===== src/rtl/aer_spike_frame_loader.sv =====
// AER spike frame loader: gathers address-event spikes into a frame, double-buffers
// closed frames and hands one to the synaptic input processor per flush request.
module aer_spike_frame_loader #(
    parameter int N_SYN  = 16,
    parameter int ADDR_W = 4,
    parameter int CNT_W  = 8
) (
    input  logic              clock,
    input  logic              reset,
    input  logic              aer_valid,
    input  logic [ADDR_W-1:0] aer_addr,
    output logic              aer_ready,
    input  logic              frame_end,
    input  logic              flush_spike,
    output logic [N_SYN-1:0]  parallel_spike_in,
    output logic              frame_pending,
    output logic [CNT_W-1:0]  frame_count,
    output logic              overrun,
    output logic              underrun
);

    typedef enum logic [0:0] {
        ST_OPEN   = 1'b0,
        ST_CLOSED = 1'b1
    } state_t;

    state_t             state_q, state_d;
    logic [N_SYN-1:0]   shadow_q, shadow_d;
    logic [N_SYN-1:0]   staged_q, staged_d;
    logic               staged_valid_q, staged_valid_d;
    logic [N_SYN-1:0]   active_q, active_d;
    logic               flush_d_q, flush_d_d;
    logic [CNT_W-1:0]   frame_count_q, frame_count_d;
    logic               overrun_q, overrun_d;
    logic               underrun_q, underrun_d;

    logic               accept_s;
    logic               flush_ev_s;
    logic               staged_free_s;
    logic [N_SYN-1:0]   ev_vec_s;

    // Next-state computation for the frame buffers, FSM and status flags.
    always_comb begin
        state_d        = state_q;
        shadow_d       = shadow_q;
        staged_d       = staged_q;
        staged_valid_d = staged_valid_q;
        active_d       = active_q;
        frame_count_d  = frame_count_q;
        overrun_d      = overrun_q;
        underrun_d     = underrun_q;
        flush_d_d      = flush_spike;

        accept_s   = aer_valid && (state_q == ST_OPEN);
        flush_ev_s = flush_spike && !flush_d_q;
        // Out-of-range addresses shift the single set bit off the top and vanish.
        if (accept_s) begin
            ev_vec_s = {{(N_SYN-1){1'b0}}, 1'b1} << aer_addr;
        end else begin
            ev_vec_s = {N_SYN{1'b0}};
        end
        staged_free_s = !staged_valid_q || flush_ev_s;

        if (flush_ev_s) begin
            if (staged_valid_q) begin
                active_d       = staged_q;
                staged_valid_d = 1'b0;
                frame_count_d  = frame_count_q + {{(CNT_W-1){1'b0}}, 1'b1};
            end else begin
                active_d   = {N_SYN{1'b0}};
                underrun_d = 1'b1;
            end
        end else begin
            active_d = active_q;
        end

        case (state_q)
            ST_OPEN: begin
                shadow_d = shadow_q | ev_vec_s;
                if (frame_end) begin
                    if (staged_free_s) begin
                        staged_d       = shadow_q | ev_vec_s;
                        staged_valid_d = 1'b1;
                        shadow_d       = {N_SYN{1'b0}};
                    end else begin
                        state_d = ST_CLOSED;
                    end
                end else begin
                    state_d = ST_OPEN;
                end
            end
            ST_CLOSED: begin
                if (frame_end) begin
                    overrun_d = 1'b1;
                end else begin
                    overrun_d = overrun_q;
                end
                // The held frame moves up on the same edge that empties staged.
                if (flush_ev_s && staged_valid_q) begin
                    staged_d       = shadow_q;
                    staged_valid_d = 1'b1;
                    shadow_d       = {N_SYN{1'b0}};
                    state_d        = ST_OPEN;
                end else begin
                    state_d = ST_CLOSED;
                end
            end
            default: begin
                state_d = ST_OPEN;
            end
        endcase
    end

    // State registers with asynchronous reset.
    always_ff @(posedge clock or posedge reset) begin
        if (reset) begin
            state_q        <= ST_OPEN;
            shadow_q       <= {N_SYN{1'b0}};
            staged_q       <= {N_SYN{1'b0}};
            staged_valid_q <= 1'b0;
            active_q       <= {N_SYN{1'b0}};
            flush_d_q      <= 1'b0;
            frame_count_q  <= {CNT_W{1'b0}};
            overrun_q      <= 1'b0;
            underrun_q     <= 1'b0;
        end else begin
            state_q        <= state_d;
            shadow_q       <= shadow_d;
            staged_q       <= staged_d;
            staged_valid_q <= staged_valid_d;
            active_q       <= active_d;
            flush_d_q      <= flush_d_d;
            frame_count_q  <= frame_count_d;
            overrun_q      <= overrun_d;
            underrun_q     <= underrun_d;
        end
    end

    assign aer_ready         = (state_q == ST_OPEN);
    assign parallel_spike_in = active_q;
    assign frame_pending     = staged_valid_q;
    assign frame_count       = frame_count_q;
    assign overrun           = overrun_q;
    assign underrun          = underrun_q;

endmodule


===== config.mk =====
export PLATFORM = sky130hd
export DESIGN_NAME = aer_spike_frame_loader
export DESIGN_NICKNAME = d
export VERILOG_FILES = /design/src/rtl/aer_spike_frame_loader.sv
export SDC_FILE = /design/constraint.sdc
export NUM_CORES = 1
export LEC_CHECK = 0
export ABC_CLOCK_PERIOD_IN_PS = 2200
export BUFFER_PORTS_ARGS = -buffer_cell sky130_fd_sc_hd__buf_4
export CORE_MARGIN = 4
export CORE_UTILIZATION = 39
export CTS_BUF_LIST = sky130_fd_sc_hd__clkbuf_4
export CTS_CLUSTER_SIZE = 12
export DETAILED_ROUTE_END_ITERATION = 10
export MAX_ROUTING_LAYER = met4
export PLACE_DENSITY = 0.69
export RECOVER_POWER = 50
export SLEW_MARGIN = 10
export SYNTH_ARGS = -nofsm -noshare
export SYNTH_HDL_FRONTEND = slang
export SYNTH_SLANG_ARGS = --single-unit

===== constraint.sdc =====
create_clock -name clock -period 2.2 [get_ports clock]
set_input_delay 0.44 -clock clock [delete_from_list [all_inputs] [get_ports clock]]
set_output_delay 0.44 -clock clock [all_outputs]
set_load 0.005 [all_outputs]

==> impl_metrics.ini <==
[min_path]
hp-class = primary input to register
worstHoldStart = flush_spike

[synth]
yosysTopAreaCellShare_pct = 57.47
synth_top_cell_by_area = dfrtp_1
synth_flop_cell = dfrtp_1
synth_edf_count = 0
synth_nets = 230
ys_ff_latch = 61
yosysWarnings = 0
yosys-top-cells-area = dfrtp_1 (57%), mux2i_1 (6.0%), a32o_1 (5.7%)
postSynth.asyncResetShare_pct = 100.0
netlist-cell-type-count = 42
synth_area_sq_um = 2656
syn_inst = 220
synth_area_per_cell_sq_um = 12.07
ys_seq_area_share_pct = 57.47

[drt]
drc = 0
num_vias = 1756
drtAntennaViolNets = 0
dr.first_iter.drc_count = 136
wl_per_cell_microns = 14.79
routed_wl_mm = 4.953
drtPass1Iterations = 4
avgViaCountPerCell = 5.242

[cells_and_area]
n_fill_cell = 630
fin_nets = 264
multi_input_area_sq_um = 958.4
ff_latch_area_sq_um = 1526
syn_to_final_growth_pct = 15.12
diodes = 0
layout-drive-gt1-share_pct = 23.26

[die]
die_x_microns = 90.53
coreArea_sq_um = 6495
io_pins = 37
die_area_sq_um = 8196
rows = 29
start_util_pct = 40.90
dieHeight_microns = 90.53

[placed_design]
place_congestion = 0.7277
hpwlAfterDp_mm = 3.283
place_ws_ns = 0.4581
port_buffers = 36

[critical_path]
end_kind = output pin
cp-startpoint = state_q
worst_setup_path_start_kind = register
path_class = register to output pin
critPathRequiredTime_ns = 1.76
cp.arrival_ns = 1.33
reg2reg_from = state_q
path_max_fanout = 14

[timing]
rsz0062_at_grt = false
finalCritPeriodShare_pct = 80.54
relSlewSlack_pct = 2.107
clock.fmax_mhz = 564.4
tightest_slew_ns = 1.468
drv_slew = 0
fin_skew_ns = 0.01169
timing.final.crit_period_ns = 1.772
setup_viol = 0
hold_violations = 0
fin_ws_ns = 0.4281
tns_ns = 0

[clocking]
root_buffer = clkbuf_4
cts_tree = done
cts_setup_buffers = 0
cts_buffers = 9
worst_skew_pair.late_latency_ns = 0.40
clkSlewWorstSetupHoldPaths_ns = 0.09
htree_levels = 3
hold_buffers = 0
postCtsResizedCells = 0
cts.sink_count = 61
cts_buffer_depth = 2

[pwr]
p_leak_nw = 1.391
p_total_mw = 3.001
p_per_area_nw_per_um2 = 981.3
ir_drop_uv = 710.2

[global_route]
grt_pass1_wl_mm = 8.680
grt.total_usage_pct = 13.78
antenna_found_initial = 0
grt_max_degree = 62
grt_overflow = 0
grt_pass1_vias = 1702

[run_status]
status = finished clean

[run]
drv_cap = 0
==> final timing paths <==
kind / end / cells after the start / slack [ns]
min reg2reg: frame_count[7] / 1 / 0.48
max reg2reg: staged_q[9] / 4 / 0.54
min in group asynchronous: parallel_spike_in[10] / 3 / 0.54
max in group asynchronous: shadow_q[0] / 3 / 0.79
min: flush_d_q / 1 / 0.23
max: aer_ready / 2 / 0.43
==> cells in the final DEF, fill, tap and decap left out, types with 3 or more instances in the layout <==
cell,n
nand2_1,22
buf_4,29
xnor2_1,3
inv_1,19
o31ai_1,16
mux2i_1,16
a21oi_1,16
xor2_1,4
nand4_1,3
a32o_1,15
dfrtp_1,61
clkbuf_4,16
==> cells by family after synthesis <==
family | Yosys count | synth area share (%)
flops | 61 | 57.47
fa+ha+maj | 1 | 0.4710
buf+inv | 35 | 6.453
compound gates | 55 | 16.35
xor+xnor | 7 | 2.308
mux | 17 | 6.453
simple gates | 44 | 10.50
==> final cells by class <==
type,instances,area share [%]
clock buffer,9,2.209
clock inverter,6,1.800
inverter,19,2.332
multi-input combinational,124,31.34
sequential,61,49.92
tap,77,3.151
timing repair buffer,39,9.247
==> worst max-delay path, cell delays in order (launching register included) <==
cell	delay [ns]
dfrtp_1	0.70
inv_1	0.09
buf_4	0.15
==> sequential cells by signal, summed over array words and instances, names as in the netlist <==
register,cells
parallel_spike_in,16
shadow_q,16
staged_q,16
frame_count,8
flush_d_q,1
frame_pending,1
overrun,1
state_q,1
underrun,1
==> cell usage after synthesis (3+ instances only) <==
library cell	instances
dfrtp_1	61
nand2_1	22
inv_1	19
a21oi_1	16
mux2i_1	16
o31ai_1	16
a32o_1	15
clkbuf_1	5
xor2_1	4
buf_1	3
buf_2	3
nand4_1	3
xnor2_1	3
==> routing by layer <==
layer | vias up | global-route usage (%) | share of wire (%)
li1 | 862 | - | -
met1 | 835 | 18.35 | 49
met2 | 48 | 18.90 | 44
met3 | 11 | 6.000 | 6.1
met4 | 0 | 4.209 | 1.4
met5 | - | - | 0
==> power breakdown <==
group,switching [mW],total [mW],internal [mW]
clock network,0.394,0.723,0.329
logic,0.423,0.803,0.379
registers,0.186,1.48,1.29
==> through the flow <==
stage / std cells / area (sq um) / hold slack (ns) / utilization, %
after floorplan: 220 / 2656 / 0.4510 / -
after global placement: 320 / 2958 / 0.4423 / 45.54
after detailed placement: 320 / 2958 / 0.4684 / 45.54
after CTS: 335 / 3080 / 0.08593 / 47.43
after global routing: 335 / 3058 / 0.1901 / 47.08
final: 335 / 3058 / 0.2251 / 47.08
(Power assumes the default switching activity.)
